[config.mk]
export PLATFORM = sky130hd
export DESIGN_NAME = lcd_reader_4bit
export DESIGN_NICKNAME = d
export VERILOG_FILES = /design/src/rtl/lcd_reader_4bit.sv
export SDC_FILE = /design/constraint.sdc
export NUM_CORES = 1
export LEC_CHECK = 0
export CAP_MARGIN = 10
export CELL_PAD_IN_SITES_DETAIL_PLACEMENT = 0
export CELL_PAD_IN_SITES_GLOBAL_PLACEMENT = 1
export CORE_ASPECT_RATIO = 0.75
export CORE_MARGIN = 4
export CORE_UTILIZATION = 35
export CTS_BUF_LIST = sky130_fd_sc_hd__clkbuf_4 sky130_fd_sc_hd__clkbuf_8
export CTS_CLUSTER_SIZE = 30
export DETAILED_ROUTE_END_ITERATION = 16
export HOLD_SLACK_MARGIN = 0.02
export PLACE_DENSITY_LB_ADDON = 0.1
export SKIP_LAST_GASP = 1
export SLEW_MARGIN = 30
export SYNTH_ARGS = -nofsm -noshare
export SYNTH_HDL_FRONTEND = slang
export SYNTH_SLANG_ARGS = --single-unit
[constraint.sdc]
create_clock -name clk_i -period 2.5 [get_ports clk_i]
set_input_delay 0.75 -clock clk_i [delete_from_list [all_inputs] [get_ports clk_i]]
set_output_delay 0.75 -clock clk_i [all_outputs]
set_load 0.005 [all_outputs]
[src/rtl/lcd_reader_4bit.sv]
// HD44780 4-bit read engine: busy-flag/address or data-RAM reads, returned through a req/done handshake.
// Optional poll mode repeats busy-flag reads until BF clears or POLL_MAX reads have been made.
module lcd_reader_4bit #(
    parameter int T_AS     = 4,
    parameter int T_EH     = 25,
    parameter int T_EL     = 25,
    parameter int T_H      = 2,
    parameter int POLL_MAX = 1000
) (
    input  logic       clk_i,
    input  logic       rst_ni,
    input  logic       req_i,
    input  logic       req_rs_i,
    input  logic       req_poll_i,
    output logic       busy_o,
    output logic       done_o,
    output logic       timeout_o,
    output logic [7:0] rd_data_o,
    output logic       busy_flag_o,
    output logic [6:0] addr_cnt_o,
    output logic       lcd_rs_o,
    output logic       lcd_rw_o,
    output logic       lcd_e_o,
    input  logic [3:0] lcd_d_in_i,
    output logic       lcd_bus_rel_o
);

    typedef enum logic [2:0] {
        S_IDLE, S_SETUP, S_EHI1, S_ELO1, S_EHI2, S_HOLD, S_GAP, S_FIN
    } state_t;

    state_t      state_q, state_d;
    logic [7:0]  phase_q, phase_d;
    logic [15:0] iter_q, iter_d;
    logic        rs_q, rs_d;
    logic        poll_q, poll_d;
    logic [3:0]  nib_hi_q, nib_hi_d;
    logic [3:0]  nib_lo_q, nib_lo_d;
    logic        busy_q, busy_d;
    logic        done_q, done_d;
    logic        timeout_q, timeout_d;
    logic [7:0]  rd_data_q, rd_data_d;
    logic        busy_flag_q, busy_flag_d;
    logic [6:0]  addr_cnt_q, addr_cnt_d;
    logic        lcd_rs_q, lcd_rs_d;
    logic        lcd_rw_q, lcd_rw_d;
    logic        lcd_e_q, lcd_e_d;
    logic        bus_rel_q, bus_rel_d;

    always_ff @(posedge clk_i or negedge rst_ni) begin
        if (!rst_ni) begin
            state_q     <= S_IDLE;
            phase_q     <= '0;
            iter_q      <= '0;
            rs_q        <= 1'b0;
            poll_q      <= 1'b0;
            nib_hi_q    <= '0;
            nib_lo_q    <= '0;
            busy_q      <= 1'b0;
            done_q      <= 1'b0;
            timeout_q   <= 1'b0;
            rd_data_q   <= '0;
            busy_flag_q <= 1'b0;
            addr_cnt_q  <= '0;
            lcd_rs_q    <= 1'b0;
            lcd_rw_q    <= 1'b0;
            lcd_e_q     <= 1'b0;
            bus_rel_q   <= 1'b0;
        end else begin
            state_q     <= state_d;
            phase_q     <= phase_d;
            iter_q      <= iter_d;
            rs_q        <= rs_d;
            poll_q      <= poll_d;
            nib_hi_q    <= nib_hi_d;
            nib_lo_q    <= nib_lo_d;
            busy_q      <= busy_d;
            done_q      <= done_d;
            timeout_q   <= timeout_d;
            rd_data_q   <= rd_data_d;
            busy_flag_q <= busy_flag_d;
            addr_cnt_q  <= addr_cnt_d;
            lcd_rs_q    <= lcd_rs_d;
            lcd_rw_q    <= lcd_rw_d;
            lcd_e_q     <= lcd_e_d;
            bus_rel_q   <= bus_rel_d;
        end
    end

    always_comb begin
        state_d     = state_q;
        phase_d     = phase_q;
        iter_d      = iter_q;
        rs_d        = rs_q;
        poll_d      = poll_q;
        nib_hi_d    = nib_hi_q;
        nib_lo_d    = nib_lo_q;
        busy_d      = busy_q;
        done_d      = 1'b0;
        timeout_d   = timeout_q;
        rd_data_d   = rd_data_q;
        busy_flag_d = busy_flag_q;
        addr_cnt_d  = addr_cnt_q;
        lcd_rs_d    = lcd_rs_q;
        lcd_rw_d    = lcd_rw_q;
        lcd_e_d     = lcd_e_q;
        bus_rel_d   = bus_rel_q;

        case (state_q)
            S_IDLE: begin
                if (req_i) begin
                    rs_d      = req_rs_i;
                    poll_d    = req_poll_i & ~req_rs_i;
                    busy_d    = 1'b1;
                    lcd_rs_d  = req_rs_i;
                    lcd_rw_d  = 1'b1;
                    bus_rel_d = 1'b1;
                    iter_d    = '0;
                    phase_d   = 8'(T_AS - 1);
                    state_d   = S_SETUP;
                end
            end
            S_SETUP: begin
                if (phase_q == 8'd0) begin
                    lcd_e_d = 1'b1;
                    phase_d = 8'(T_EH - 1);
                    state_d = S_EHI1;
                end else begin
                    phase_d = phase_q - 8'd1;
                end
            end
            S_EHI1: begin
                // Nibble is taken in the last E-high cycle, the same edge E falls.
                if (phase_q == 8'd0) begin
                    nib_hi_d = lcd_d_in_i;
                    lcd_e_d  = 1'b0;
                    phase_d  = 8'(T_EL - 1);
                    state_d  = S_ELO1;
                end else begin
                    phase_d = phase_q - 8'd1;
                end
            end
            S_ELO1: begin
                if (phase_q == 8'd0) begin
                    lcd_e_d = 1'b1;
                    phase_d = 8'(T_EH - 1);
                    state_d = S_EHI2;
                end else begin
                    phase_d = phase_q - 8'd1;
                end
            end
            S_EHI2: begin
                if (phase_q == 8'd0) begin
                    nib_lo_d = lcd_d_in_i;
                    lcd_e_d  = 1'b0;
                    phase_d  = 8'(T_H - 1);
                    state_d  = S_HOLD;
                end else begin
                    phase_d = phase_q - 8'd1;
                end
            end
            S_HOLD: begin
                if (phase_q != 8'd0) begin
                    phase_d = phase_q - 8'd1;
                end else if (poll_q && nib_hi_q[3] && (iter_q < 16'(POLL_MAX - 1))) begin
                    phase_d = 8'(T_EL - 1);
                    state_d = S_GAP;
                end else begin
                    done_d      = 1'b1;
                    rd_data_d   = {nib_hi_q, nib_lo_q};
                    busy_flag_d = ~rs_q & nib_hi_q[3];
                    addr_cnt_d  = rs_q ? 7'd0 : {nib_hi_q[2:0], nib_lo_q};
                    timeout_d   = poll_q & nib_hi_q[3];
                    lcd_rw_d    = 1'b0;
                    lcd_rs_d    = 1'b0;
                    busy_d      = 1'b0;
                    state_d     = S_FIN;
                end
            end
            S_GAP: begin
                // RS/RW never changed, so the next iteration strobes without a fresh setup.
                if (phase_q == 8'd0) begin
                    iter_d  = iter_q + 16'd1;
                    lcd_e_d = 1'b1;
                    phase_d = 8'(T_EH - 1);
                    state_d = S_EHI1;
                end else begin
                    phase_d = phase_q - 8'd1;
                end
            end
            S_FIN: begin
                bus_rel_d = 1'b0;
                state_d   = S_IDLE;
            end
            default: state_d = S_IDLE;
        endcase
    end

    assign busy_o        = busy_q;
    assign done_o        = done_q;
    assign timeout_o     = timeout_q;
    assign rd_data_o     = rd_data_q;
    assign busy_flag_o   = busy_flag_q;
    assign addr_cnt_o    = addr_cnt_q;
    assign lcd_rs_o      = lcd_rs_q;
    assign lcd_rw_o      = lcd_rw_q;
    assign lcd_e_o       = lcd_e_q;
    assign lcd_bus_rel_o = bus_rel_q;

endmodule

==> results.cfg <==
[grt]
grt_max_degree = 60
antenna_found_initial = 0
track_usage_pct = 16.1
grt_pass1_vias = 2392
grt_pass1_wl_mm = 12.7
overflow = 0

[pwr]
comb_power_share_pct = 36.4
peakVddDrop_mv = 0.427
power_frac_seq_pct = 39.7
internal-power_w = 0.00224
power.switching_w = 0.00133
p_per_area_nw_per_um2 = 927
clkPwrFrac_pct = 23.9
leakage_nw = 1.66
swShare_pct = 37.2

[min_path]
min_path_type = in2async

[timing]
clock_skew_ns = 0.00954
slew-limit-headroom_pct = 60.2
worstMarginPinSlew_ns = 0.595
whs_ns = 0.405
fin_crit_ns = 2.39
rsz0062_at_grt = no
finalCritPeriodShare_pct = 95.4
fin_setup_tns_ns = 0
fmaxAchievable_mhz = 419
drv_slew = 0
hold_viol = 0
setup_viol = 0
setup_ws_ns = 0.114

[route]
wl_mm = 7.63
post-route-drc-count = 0
vias = 2457
viasPerCell = 5.30
avgRoutedWirePerCell_um = 16.4
dr.pass1.iters = 4
drt_first_iter_violations = 214
ant_nets = 0

[setup_path]
crit_fanout = 8
cp_data_required_time_ns = 2.76
worstPathCellList = inv_1 > ha_1 > or4b_4 > or4_4 > or4_1 > o21ai_1
r2r-end = iter_q[12]
crit_type = reg2reg
critPathSlowestCell = or4_4
crit_family = simple AND/OR/NAND/NOR gates
slowest_delay_ns = 0.62
reg2regPathDepth = 6
path_buf_inv = 1
start_kind = register
r2r_setup_slack_ns = 0.11
r2r-start = phase_q[0]
worstPathArrival_ns = 2.65
crit_path_end_kind = register

[logic_synthesis]
synth-seq-cells = 59
ys_seq_area_share_pct = 48.2
synth_ff_type = dfrtp_1
syn-cell-area_sq_um = 3060
synth-async-reset-ratio_pct = 100
ys_types = 58
synth_enable_flop_cells = 0
syn-num-nets = 310
synth.avg_cell_area_sq_um = 10.3
yosysWarnings = 0
netlist_instances = 298

[floorplan]
num_rows = 29
die_x_um = 116
num_io_pins = 32
design.die.area_sq_um = 10300
core_sq_um = 8490
dieHeight_um = 89
start_util_pct = 36.1

[cts]
cts_sinks = 59
clock_latency_ns = 0.34
root_buffer = clkbuf_8
cts_tree = yes
htree_levels = 3
clock_path_buffers = 2
numCtsBuffers = 9
cts_hold_buf = 0
path_clk_slew_ns = 0.07

[place]
placed_area_sq_um = 3650
post-dp-hpwl_mm = 5.33
dp.cells = 449
gp_congestion = 0.825
port_buffers = 31
dp_slack_ns = 0.0181

[layout]
area_delta_synth_final_pct = 25.6
antenna_cells = 0
fin_cells = 464
drive_gt1_share_pct = 22.5
layout_common_cells = dfrtp_1 (59), nand2_1 (33), clkdlybuf4s50_1 (30)
final_common_cell = dfrtp_1
final_area_sq_um = 3840
nFillCells = 834
layout.nets = 364

[run_status]
status = completed

[flow_run]
max_cap_viol_count = 0
worst register-to-register path: stages (launching register included):
cell and delay (ns):
dfrtp_1 0.37, inv_1 0.08, ha_1 0.16, or4b_4 0.49, or4_4 0.62, or4_1 0.49
o21ai_1 0.10
synthesized netlist by cell type (3+ instances only):
| master | n | share of area (%) |
|---|---|---|
| dfrtp_1 | 59 | 48 |
| nand2_1 | 33 | 4.0 |
| mux2_2 | 21 | 7.7 |
| nor2_1 | 17 | 2.1 |
| clkbuf_1 | 12 | 1.5 |
| or4_1 | 12 | 2.9 |
| nor3_1 | 10 | 1.6 |
| inv_1 | 9 | 1.1 |
| nor2b_1 | 9 | 1.8 |
| o211ai_1 | 9 | 2.2 |
| o21ai_0 | 9 | 1.5 |
| nand3_1 | 8 | 1.3 |
| nand4_1 | 7 | 1.4 |
| a211oi_1 | 5 | 1.2 |
| mux2i_1 | 5 | 1.6 |
| a21oi_1 | 4 | 0.65 |
| o21ai_1 | 4 | 0.65 |
| and4_1 | 3 | 0.86 |
| ha_1 | 3 | 1.2 |
| mux2_1 | 3 | 1.1 |
| o22ai_1 | 3 | 0.61 |
| or2_2 | 3 | 0.61 |
| xnor2_1 | 3 | 0.86 |
| xor2_1 | 3 | 0.86 |
power by group through the flow:
stage	combinational [W]	sequential, W	clock (W)
after floorplan	0.000830	0.00138	0
after global placement	0.00130	0.00143	0
after detailed placement	0.00129	0.00143	0
after CTS	0.00130	0.00141	0.000888
after global routing	0.00146	0.00146	0.000936
final	0.00130	0.00141	0.000853
worst max path at each step:
| stage | startpoint | end | cells past startpoint |
|---|---|---|---|
| detailed placement | phase_q[0] | iter_q[12] | 6 |
| finish | phase_q[0] | iter_q[12] | 6 |
| global route | phase_q[0] | iter_q[12] | 6 |
| global placement | phase_q[0] | iter_q[10] | 6 |
| floorplan | phase_q[0] | iter_q[7] | 7 |
| CTS | phase_q[0] | iter_q[15] | 6 |
timing repair:
item	4_1_cts	5_1_grt
hold endpoints to repair	0	0
endpoints found under the setup margin	1	1
gates resized for setup	1	0
gates cloned	0	0
buffers inserted	0	0
pin swaps	0	1
cell type report:
class	instances	area, sq um	area share [%]
Inverter	9	33.8	0.879
Timing Repair Buffer	60	536	13.9
Clock buffer	10	131	3.42
Sequential cell	59	1480	38.4
Multi-Input combinational cell	213	1480	38.4
Clock inverter	5	55.1	1.43
Tap cell	108	135	3.51
registers in the layout, summed over array words and instances, names as in the netlist, 3 cells and up:
signal	count
nib_lo_q	4
phase_q	8
iter_q	16
state_q	3
nib_hi_q	4
addr_cnt_o	7
rd_data_o	8
cells by family after synthesis:
logic type	after synthesis	synth area share (%)
DFF	59	48.2
muxes	29	10.5
AOI/OAI and AO/OA	51	11.4
xor gates and xnor gates	6	1.72
adders and majority gates	4	1.55
and+or+nand+nor	123	22.8
buffers and inverters	26	3.88
layer usage:
| metal | global-route usage, % | up-vias | share of wire, % |
|---|---|---|---|
| met2 | 23.5 | 54 | 41 |
| met3 | 4.40 | 8 | 5.0 |
| li1 | - | 1202 | - |
| met4 | 5.06 | 0 | 1.0 |
| met1 | 23.4 | 1193 | 53 |
| met5 | 0 | - | 0 |
through the flow:
| stage | total power [W] | utilization (%) |
|---|---|---|
| floorplan | 0.00221 | - |
| global placement | 0.00273 | 43.0 |
| global route | 0.00386 | 45.3 |
| detailed placement | 0.00272 | 43.0 |
| CTS | 0.00360 | 45.3 |
| finish | 0.00357 | 45.3 |
(Power assumes the default switching activity.)
